<file path="src/rtl/cdc_bus_tx_if.sv">
// Bus bundle for cdc_bus_tx: source-side valid/ready word intake
// plus the toggle-handshake link toward the far clock domain.
interface cdc_bus_tx_if #(
  parameter int N = 8
);
  logic         in_valid;
  logic [N-1:0] in_data;
  logic         in_ready;
  logic [N-1:0] tx_data;
  logic         tx_req;
  logic         rx_ack;
  logic         done;
  logic         err;
  logic [15:0]  xfer_count;

  modport slave (
    input  in_valid, in_data, rx_ack,
    output in_ready, tx_data, tx_req,
    output done, err, xfer_count
  );

  modport master (
    output in_valid, in_data, rx_ack,
    input  in_ready, tx_data, tx_req,
    input  done, err, xfer_count
  );
endinterface

</file>
<file path="src/rtl/cdc_bus_tx.sv">
// Toggle-handshake bus transmitter: holds a word stable on tx_data
// and flips tx_req, then waits for the synchronized rx_ack to match.
module cdc_bus_tx #(
  parameter int N           = 8,
  parameter int SYNC_STAGES = 2,
  parameter int TIMEOUT     = 1000
) (
  input  logic        clk,
  input  logic        rst,
  cdc_bus_tx_if.slave bus
);
  localparam int WW = $clog2(TIMEOUT + 1) + 1;

  typedef enum logic {
    IDLE,
    WAIT_ACK
  } state_t;

  state_t                 state_q, state_d;
  logic [SYNC_STAGES-1:0] sync_q, sync_d;
  logic [N-1:0]           tx_data_q, tx_data_d;
  logic                   tx_req_q, tx_req_d;
  logic                   done_q, done_d;
  logic                   err_q, err_d;
  logic [15:0]            cnt_q, cnt_d;
  logic [WW-1:0]          wait_q, wait_d;
  logic                   ack_s;
  logic                   timeout_hit;

  assign ack_s = sync_q[SYNC_STAGES-1];
  assign sync_d = {sync_q[SYNC_STAGES-2:0], bus.rx_ack};

  // Wait counter saturates, so the flag stays asserted once reached.
  assign timeout_hit = (TIMEOUT > 0) &&
                       (wait_q >= WW'(TIMEOUT));

  always_comb begin
    state_d   = state_q;
    tx_data_d = tx_data_q;
    tx_req_d  = tx_req_q;
    done_d    = 1'b0;
    err_d     = err_q;
    cnt_d     = cnt_q;
    wait_d    = wait_q;
    unique case (state_q)
      IDLE: begin
        if (ack_s != tx_req_q)
          err_d = 1'b1;
        if (bus.in_valid) begin
          tx_data_d = bus.in_data;
          tx_req_d  = ~tx_req_q;
          wait_d    = '0;
          state_d   = WAIT_ACK;
        end
      end
      WAIT_ACK: begin
        if (wait_q != '1)
          wait_d = wait_q + 1'b1;
        if (timeout_hit)
          err_d = 1'b1;
        if (ack_s == tx_req_q) begin
          state_d = IDLE;
          done_d  = 1'b1;
          cnt_d   = cnt_q + 16'd1;
        end
      end
      default: state_d = IDLE;
    endcase
  end

  always_ff @(posedge clk or posedge rst) begin
    if (rst) begin
      state_q   <= IDLE;
      sync_q    <= '0;
      tx_data_q <= '0;
      tx_req_q  <= 1'b0;
      done_q    <= 1'b0;
      err_q     <= 1'b0;
      cnt_q     <= '0;
      wait_q    <= '0;
    end else begin
      state_q   <= state_d;
      sync_q    <= sync_d;
      tx_data_q <= tx_data_d;
      tx_req_q  <= tx_req_d;
      done_q    <= done_d;
      err_q     <= err_d;
      cnt_q     <= cnt_d;
      wait_q    <= wait_d;
    end
  end

  assign bus.in_ready   = (state_q == IDLE);
  assign bus.tx_data    = tx_data_q;
  assign bus.tx_req     = tx_req_q;
  assign bus.done       = done_q;
  assign bus.err        = err_q;
  assign bus.xfer_count = cnt_q;
endmodule

</file>
<file path="src/flat_wrapper.sv">
// flat-port wrapper written by rule: the top's interface ports become plain ports
module cdc_bus_tx_flat 
#(
  parameter int N           = 8,
  parameter int SYNC_STAGES = 2,
  parameter int TIMEOUT     = 1000
)
  (clk, rst, bus_in_valid, bus_in_data, bus_rx_ack, bus_in_ready, bus_tx_data, bus_tx_req, bus_done, bus_err, bus_xfer_count);
  cdc_bus_tx_if #(.N(N)) bus_i ();
  input  logic clk;
  input  logic rst;
  input wire logic [$bits(bus_i.in_valid)-1:0] bus_in_valid;
  input wire logic [$bits(bus_i.in_data)-1:0] bus_in_data;
  input wire logic [$bits(bus_i.rx_ack)-1:0] bus_rx_ack;
  output wire logic [$bits(bus_i.in_ready)-1:0] bus_in_ready;
  output wire logic [$bits(bus_i.tx_data)-1:0] bus_tx_data;
  output wire logic [$bits(bus_i.tx_req)-1:0] bus_tx_req;
  output wire logic [$bits(bus_i.done)-1:0] bus_done;
  output wire logic [$bits(bus_i.err)-1:0] bus_err;
  output wire logic [$bits(bus_i.xfer_count)-1:0] bus_xfer_count;
  assign bus_i.in_valid = bus_in_valid;
  assign bus_i.in_data = bus_in_data;
  assign bus_i.rx_ack = bus_rx_ack;
  assign bus_in_ready = bus_i.in_ready;
  assign bus_tx_data = bus_i.tx_data;
  assign bus_tx_req = bus_i.tx_req;
  assign bus_done = bus_i.done;
  assign bus_err = bus_i.err;
  assign bus_xfer_count = bus_i.xfer_count;
  cdc_bus_tx #(.N(N), .SYNC_STAGES(SYNC_STAGES), .TIMEOUT(TIMEOUT)) u_core (.clk(clk), .rst(rst), .bus(bus_i));
endmodule
</file>
<file path="config.mk">
export PLATFORM = sky130hd
export DESIGN_NAME = cdc_bus_tx_flat
export DESIGN_NICKNAME = d
export VERILOG_FILES = /design/src/rtl/cdc_bus_tx_if.sv /design/src/rtl/cdc_bus_tx.sv /design/src/flat_wrapper.sv
export SDC_FILE = /design/constraint.sdc
export NUM_CORES = 1
export LEC_CHECK = 0
export BUFFER_PORTS_ARGS = -buffer_cell sky130_fd_sc_hd__buf_4
export CORE_ASPECT_RATIO = 1.25
export CORE_UTILIZATION = 25
export DETAILED_ROUTE_END_ITERATION = 10
export SYNTH_ARGS = -nofsm -noshare
export SYNTH_HDL_FRONTEND = slang
export SYNTH_SLANG_ARGS = --single-unit
</file>
<file path="constraint.sdc">
create_clock -name clk -period 5 [get_ports clk]
set_clock_uncertainty 0.2 [all_clocks]
set_input_delay 0.25 -clock clk [delete_from_list [all_inputs] [get_ports clk]]
set_output_delay 0.25 -clock clk [all_outputs]
set_load 0.01 [all_outputs]
</file>
==> results by group, run 1 <==
Run status
  • Outcome: complete, no violations

Synthesis
  • Top cells by count, synth: dfrtp_1, nand2_1, xnor2_1
  • Compound-Gate Fraction of Synth Area: 0.105
  • YS warnings: 0
  • EDFF count, synth: 0
  • Mean Syn Cell Area: 10.8 um^2
  • Syn Nets: 192
  • Top FF cell, synth: dfrtp_1
  • Gate Count Post-Synth: 177
  • Netlist cell types: 43
  • Mapped cell area: about 0.0019 mm^2
  • Yosys reg bits: 41
  • Post-synth ARST share: 1.00
  • Synth Area in Simple Gates: 0.216
  • Post-synthesis mux area share: 0.00587
  • Sequential share of the synthesized area: 0.535
  • Main combinational cell family by area after synthesis: simple AND/OR/NAND/NOR gates
  • Yosys top cell by area: dfrtp_1
  • Most common cell in the netlist: dfrtp_1
  • Synth Area in Adders: 0.0196
  • Post-Synth XOR/XNOR Area: 0.0822
  • Area contributors post-synth: dfrtp_1, nand2_1, xnor2_1
  • Yosys top cell area share: 0.535

STA
  • Slew HR: 0.350
  • Final Hold Fails: 0
  • Worst-margin pin slew: between 900 and 1000 ps
  • Max Freq: between 0.4 and 0.5 GHz
  • RSZ-0062 raised after global routing: false
  • Crit share post-route: 0.417
  • Tmin final: 2080 ps
  • Fin. max-slew vios: 0
  • Final setup TNS: 0 ps
  • Finish-stage setup viols: 0

Finish
  • ANT cells: 0
  • Layout cell share with drive strength beyond 1: 0.252
  • Final core utilization: 0.338
  • Number of fill cells: 759
  • Synth-to-Final Area Change: 30.4%
  • Fin nets: around 240

Setup path
  • CP Launch Type: flip-flop
  • Worst EP arrival: 2070 ps
  • R2R Setup Slk: 2920 ps
  • Crit. End Element: flip-flop
  • Crit Path Category: flip-flop to flip-flop
  • CP Max Fanout: 12
  • R2R depth: 3
  • Reg2reg end: u_core.bus.xfer_count[1]
  • CP Data Required Time: 4990 ps
  • Reg-to-Reg Start: u_core.state_q

Global route
  • Gr usage total: 0.115
  • Vias in the first global route: 1502
  • Initial antenna violation count: 0
  • Grt ovf: 0
  • Pin count of the biggest net entering global routing: 42
  • Global-route wire length before repair: slightly above 7000 um

Power and ir drop
  • Net Sw Power: 0.000420 W
  • Share of power burned in registers: 0.457
  • Clk pwr share: 0.211
  • Logic pwr share: 0.333
  • Static leakage: 1.18 nW
  • Switching Share: 0.368
  • Pint: approximately 0.00072 W
  • Worst ir drop on vdd: between 200 and 250 uV
  • Total power divided by cell area: approximately 460 mW/mm^2

Place
  • Post-DP HPWL: 2810 um
  • IO buf count: 39
  • Routability cong.: 0.836

Worst hold path
  • Hold Crit Start: bus_in_valid
  • Worst hold path depth: 3
  • Worst Hold Class: input pin to flip-flop
  • WHS Endpoint: u_core.state_q

Job
  • Max_cap viols: 0

Clock network
  • Clock root cell: clkbuf_8
  • Clock-pin slew on the worst setup and hold paths: 80 ps
  • TritonCTS Buffers: 5
  • CTS max path bufs: 2
  • Worst-Skew Late Latency: 300 ps
  • TritonCTS Sinks: 41
  • # resized after CTS: 0
  • TritonCTS clock tree: done
  • CTS H-Tree Depth: 2

Drt
  • DR pass1 iterations: 4
  • Routed WL: between 4000 and 5000 um
  • WL/cell: 12.6 um
  • Vias: between 1500 and 2000
  • Initial DRC Count: 45
  • # DRC: 0
  • Routed Antenna Nets: 0
  • Routed vias/inst: 4.70

Die
  • Core area: about 0.0074 mm^2
  • Die Height: 99.9 um
  • Initial Util: 0.259
  • I/O Pins: 40
  • Die Area: 0.00802 mm^2
  • Die Width: 80.3 um
  • Std cell rows: 35
## routing by layer
metal / vias to the layer above / part of all wire / GRT usage
met5: - / 0 / 0
met4: 0 / 0.018 / 0.0563
met3: 8 / 0.040 / 0.0282
met2: 35 / 0.48 / 0.186
met1: 754 / 0.46 / 0.141
li1: 718 / - / -
## power by group through the flow
| stage | registers (W) | logic, W | clock network [W] |
|---|---|---|---|
| 2_1_floorplan | 0.000527 | 0.000219 | 0 |
| 5_1_grt | 0.000539 | 0.000430 | 0.000263 |
| 6_report | 0.000521 | 0.000379 | 0.000240 |
| 3_5_place_dp | 0.000527 | 0.000380 | 0 |
| 3_3_place_gp | 0.000524 | 0.000375 | 0 |
| 4_1_cts | 0.000522 | 0.000387 | 0.000249 |
## registers in the layout, summed over array words and instances (netlist names)
name,count
u_core.bus.err,1
u_core.wait_q,11
u_core.sync_q,2
u_core.state_q,1
u_core.bus.tx_data,8
u_core.bus.done,1
u_core.bus.xfer_count,16
u_core.bus.tx_req,1
## per-stage QoR
step	cells	worst slack [ps]	power (W)	hold WS, ps	area (um^2)
floorplan	177	3240	0.000746	81.4	1920
CTS	322	2890	0.00116	135	2500
finish	322	2920	0.00114	151	2500
detailed placement	304	2910	0.000907	163	2300
global placement	304	2950	0.000899	162	2300
global route	322	2710	0.00123	192	2500
## worst max path at each step
stage | slack, ps | depth (start not counted) | start | end
2_1_floorplan | 3240 | 5 | u_core.wait_q[0] | u_core.wait_q[7]
3_3_place_gp | 2950 | 3 | u_core.state_q | u_core.bus.xfer_count[1]
3_5_place_dp | 2910 | 3 | u_core.state_q | u_core.bus.xfer_count[1]
4_1_cts | 2890 | 3 | u_core.state_q | u_core.bus.xfer_count[1]
5_1_grt | 2710 | 3 | u_core.state_q | u_core.bus.xfer_count[1]
6_report | 2920 | 3 | u_core.state_q | u_core.bus.xfer_count[1]
## cell usage in the layout (no fill, tap or decap), types with 3 or more instances in the layout
cell,count
nor2_1,4
nor3_1,3
nand3_1,11
inv_1,9
clkbuf_8,7
xnor2_1,12
nand4_1,6
dlygate4sd3_1,10
nand2_1,39
xor2_1,6
ha_1,3
buf_4,40
dfrtp_1,41
## cells by family (layout without fill, tap and decap cells)
group | Yosys count | count (layout)
simple gates | 78 | 78
flops | 41 | 41
compound gates | 22 | 22
xor+xnor | 18 | 18
buf+inv | 14 | 67
fa+ha+maj | 3 | 3
mux | 1 | 1
## final cells by class
| class | count | area (um^2) | share of cell area |
|---|---|---|---|
| well taps | 92 | 115 | 0.0461 |
| multi-input cells | 122 | 822 | 0.329 |
| inverters | 9 | 33.8 | 0.0135 |
| clock inverters | 1 | 5.00 | 0.00200 |
| clock buffers | 7 | 96.3 | 0.0386 |
| repair buffers | 50 | 400 | 0.160 |
| flip-flops and latches | 41 | 1030 | 0.411 |
## worst max-delay path: stages (launching register included)
cell and delay [ps]:
dfrtp_1 640, inv_1 350, nor2_1 400, mux2_2 380
## repair_timing
action,CTS,global route
hold endpoints to repair,50,0
setup buffers,0,0
hold buffers,10,0
Power figures use the tool's default switching activity.
==> run 2, diff against run 1 <==
==> constraint.sdc (replaced) <==
create_clock -name clk -period 1.9 [get_ports clk]
set_clock_uncertainty 0.2 [all_clocks]
set_input_delay 0.095 -clock clk [delete_from_list [all_inputs] [get_ports clk]]
set_output_delay 0.095 -clock clk [all_outputs]
set_load 0.01 [all_outputs]
==> run 2 against run 1 <==
Against the previous run: critical path type unchanged; total power grew to 3.0 times the previous value; final area grew 4.6%; largest power group unchanged; flip-flop and latch count did not move; core utilization grew 1.6 points; global-route usage is essentially flat; combinational power increased to 3.1 times the previous value; routed wire length is 1.5% higher; sequential power rose to 2.5 times the previous value; cell count grew 3.1%.
==> results by group, run 2 (synthesis results as in run 1) <==
STA
  • Tmin final: 1750 ps
  • RSZ-0062 raised after global routing: false
  • Max Freq: 0.571 GHz
  • Crit share post-route: 0.922
  • Fin. max-slew vios: 0
  • Worst-margin pin slew: just over 500 ps
  • Finish-stage setup viols: 0
  • Slew HR: 0.659
  • Final setup TNS: 0 ps
  • Final Hold Fails: 0

Die
  • Initial Util: 0.259
  • Die Width: 80.3 um
  • Std cell rows: 35
  • Die Height: around 100 um
  • I/O Pins: 40
  • Die Area: 0.00802 mm^2
  • Core area: 0.00740 mm^2

Worst hold path
  • Worst Hold Class: flip-flop to flip-flop

Setup path
  • R2R Setup Slk: 150 ps
  • Max stage delay on crit path: 430 ps
  • Critical path startpoint: u_core.wait_q[1]
  • CP Launch Type: flip-flop
  • Reg2reg end: u_core.wait_q[8]
  • Crit. End Element: flip-flop
  • CP Data Required Time: 1900 ps
  • Reg-to-Reg Start: u_core.wait_q[1]
  • R2R depth: 5
  • CP Max Fanout: 6
  • Critical path endpoint: u_core.wait_q[8]
  • Slowest-stage cell, CP: dfrtp_1
  • Crit Path Category: flip-flop to flip-flop
  • Worst EP arrival: 1750 ps
  • Cell Chain, Critical Path: ha_1, nand4_4, nor4_1, nand3_1, o211a_1

Global route
  • Pin count of the biggest net entering global routing: 42
  • Vias in the first global route: 1526
  • Grt ovf: 0
  • Gr usage total: 0.115
  • Global-route wire length before repair: between 7000 and 8000 um
  • Initial antenna violation count: 0

Clock network
  • Post-CTS setup buffers: 0
  • TritonCTS Buffers: 5
  • Clock root cell: clkbuf_8
  • Worst-Skew Late Latency: 300 ps
  • CTS max path bufs: 2
  • CTS H-Tree Depth: 2
  • Clock-pin slew on the worst setup and hold paths: 90 ps
  • TritonCTS clock tree: done
  • TritonCTS Sinks: 41

Drt
  • Vias: 1544
  • Initial DRC Count: 43
  • Routed Antenna Nets: 0
  • Routed WL: roughly 4100 um
  • DR pass1 iterations: 4
  • # DRC: 0
  • WL/cell: 12.4 um
  • Routed vias/inst: 4.65

Finish
  • Max reg flops: 16
  • Sequential Area: 0.00103 mm^2
  • Most common cell after layout, fill and taps aside: buf_4
  • Multi-input logic area: 822 um^2
  • Layout cell share with drive strength beyond 1: 0.283
  • Most frequent cells in the layout: buf_4, dfrtp_1, nand2_1
  • ANT cells: 0
  • Number of fill cells: 748
  • Final core utilization: 0.353
  • Synth-to-Final Area Change: 36.4%
  • Fin area: around 0.0026 mm^2
  • Fin nets: around 250

Place
  • IO buf count: 39
  • Placed Instance Area: between 0.002 and 0.0025 mm^2
  • Post-DP HPWL: 2940 um
  • Routability cong.: 0.842

Run status
  • Outcome: complete, no violations

Power and ir drop
  • Static leakage: 1.24 nW
  • Worst ir drop on vdd: 543 uV
  • Total power divided by cell area: 1290 mW/mm^2

Job
  • Max_cap viols: 0
==> run 2: cell count changes in the layout (fill, tap and decap cells not counted), sizes merged <==
cell / before / now
bufinv: 0 / 2
clkbuf: 7 / 5
inv: 9 / 10
dlygate4sd3: 10 / 11
buf: 40 / 49
clkinv: 1 / 0
==> run 2: worst min path at each step <==
stage	from	endpoint	slack (ps)	cells past startpoint
2_1_floorplan	bus_rx_ack	u_core.sync_q[0]	-70	0
3_5_place_dp	bus_rx_ack	u_core.sync_q[0]	6	1
4_1_cts	u_core.sync_q[0]	u_core.sync_q[1]	160	0
5_1_grt	u_core.sync_q[0]	u_core.sync_q[1]	180	0
6_report	u_core.sync_q[0]	u_core.sync_q[1]	160	0
3_3_place_gp	bus_rx_ack	u_core.sync_q[0]	7	1
==> run 2: what timing repair did <==
action | 4_1_cts | 5_1_grt
endpoints found under the hold margin | 51 | 0
hold buffers | 11 | 0
gates resized for setup | 0 | 1
setup endpoints to repair | 0 | 5
==> run 2: worst max-delay path, delay by kind of cell (launching register included) <==
| kind | cells | cell delay [ps] |
|---|---|---|
| simple gates | 3 | 660 |
| compound gates | 1 | 130 |
| flops | 1 | 430 |
| fa+ha+maj | 1 | 240 |
==> run 2: final cells by class <==
class,instances,area share
clock buffers,5,0.0263
clock inverters,3,0.0263
inverters,9,0.0129
multi-input cells,122,0.315
flip-flops and latches,41,0.393
well taps,92,0.0440
repair buffers,60,0.183
==> run 2: routing by layer <==
metal,routed length [um],share of wire,vias to the layer above,global-route usage
met1,1820,0.44,756,0.141
met5,0,0,-,0
met4,44,0.011,0,0.0288
li1,-,-,744,-
met3,196,0.048,5,0.0336
met2,2060,0.50,39,0.196
==> run 2: stage by stage <==
stage,worst slack (ps),hold slack (ps),std cells,power (W)
floorplan,144,-73.6,177,0.00196
global placement,126,7.30,313,0.00249
detailed placement,69.7,5.72,313,0.00252
CTS,68.6,164,332,0.00341
global route,20.6,180,332,0.00362
finish,148,164,332,0.00337
==> run 2: report_power, final <==
group          internal, W  leakage (nW)  switching (W)
Sequential         0.00109         0.528       0.000233
Combinational     0.000584         0.645       0.000606
Clock             0.000529        0.0687       0.000329
Total              0.00221          1.24        0.00117
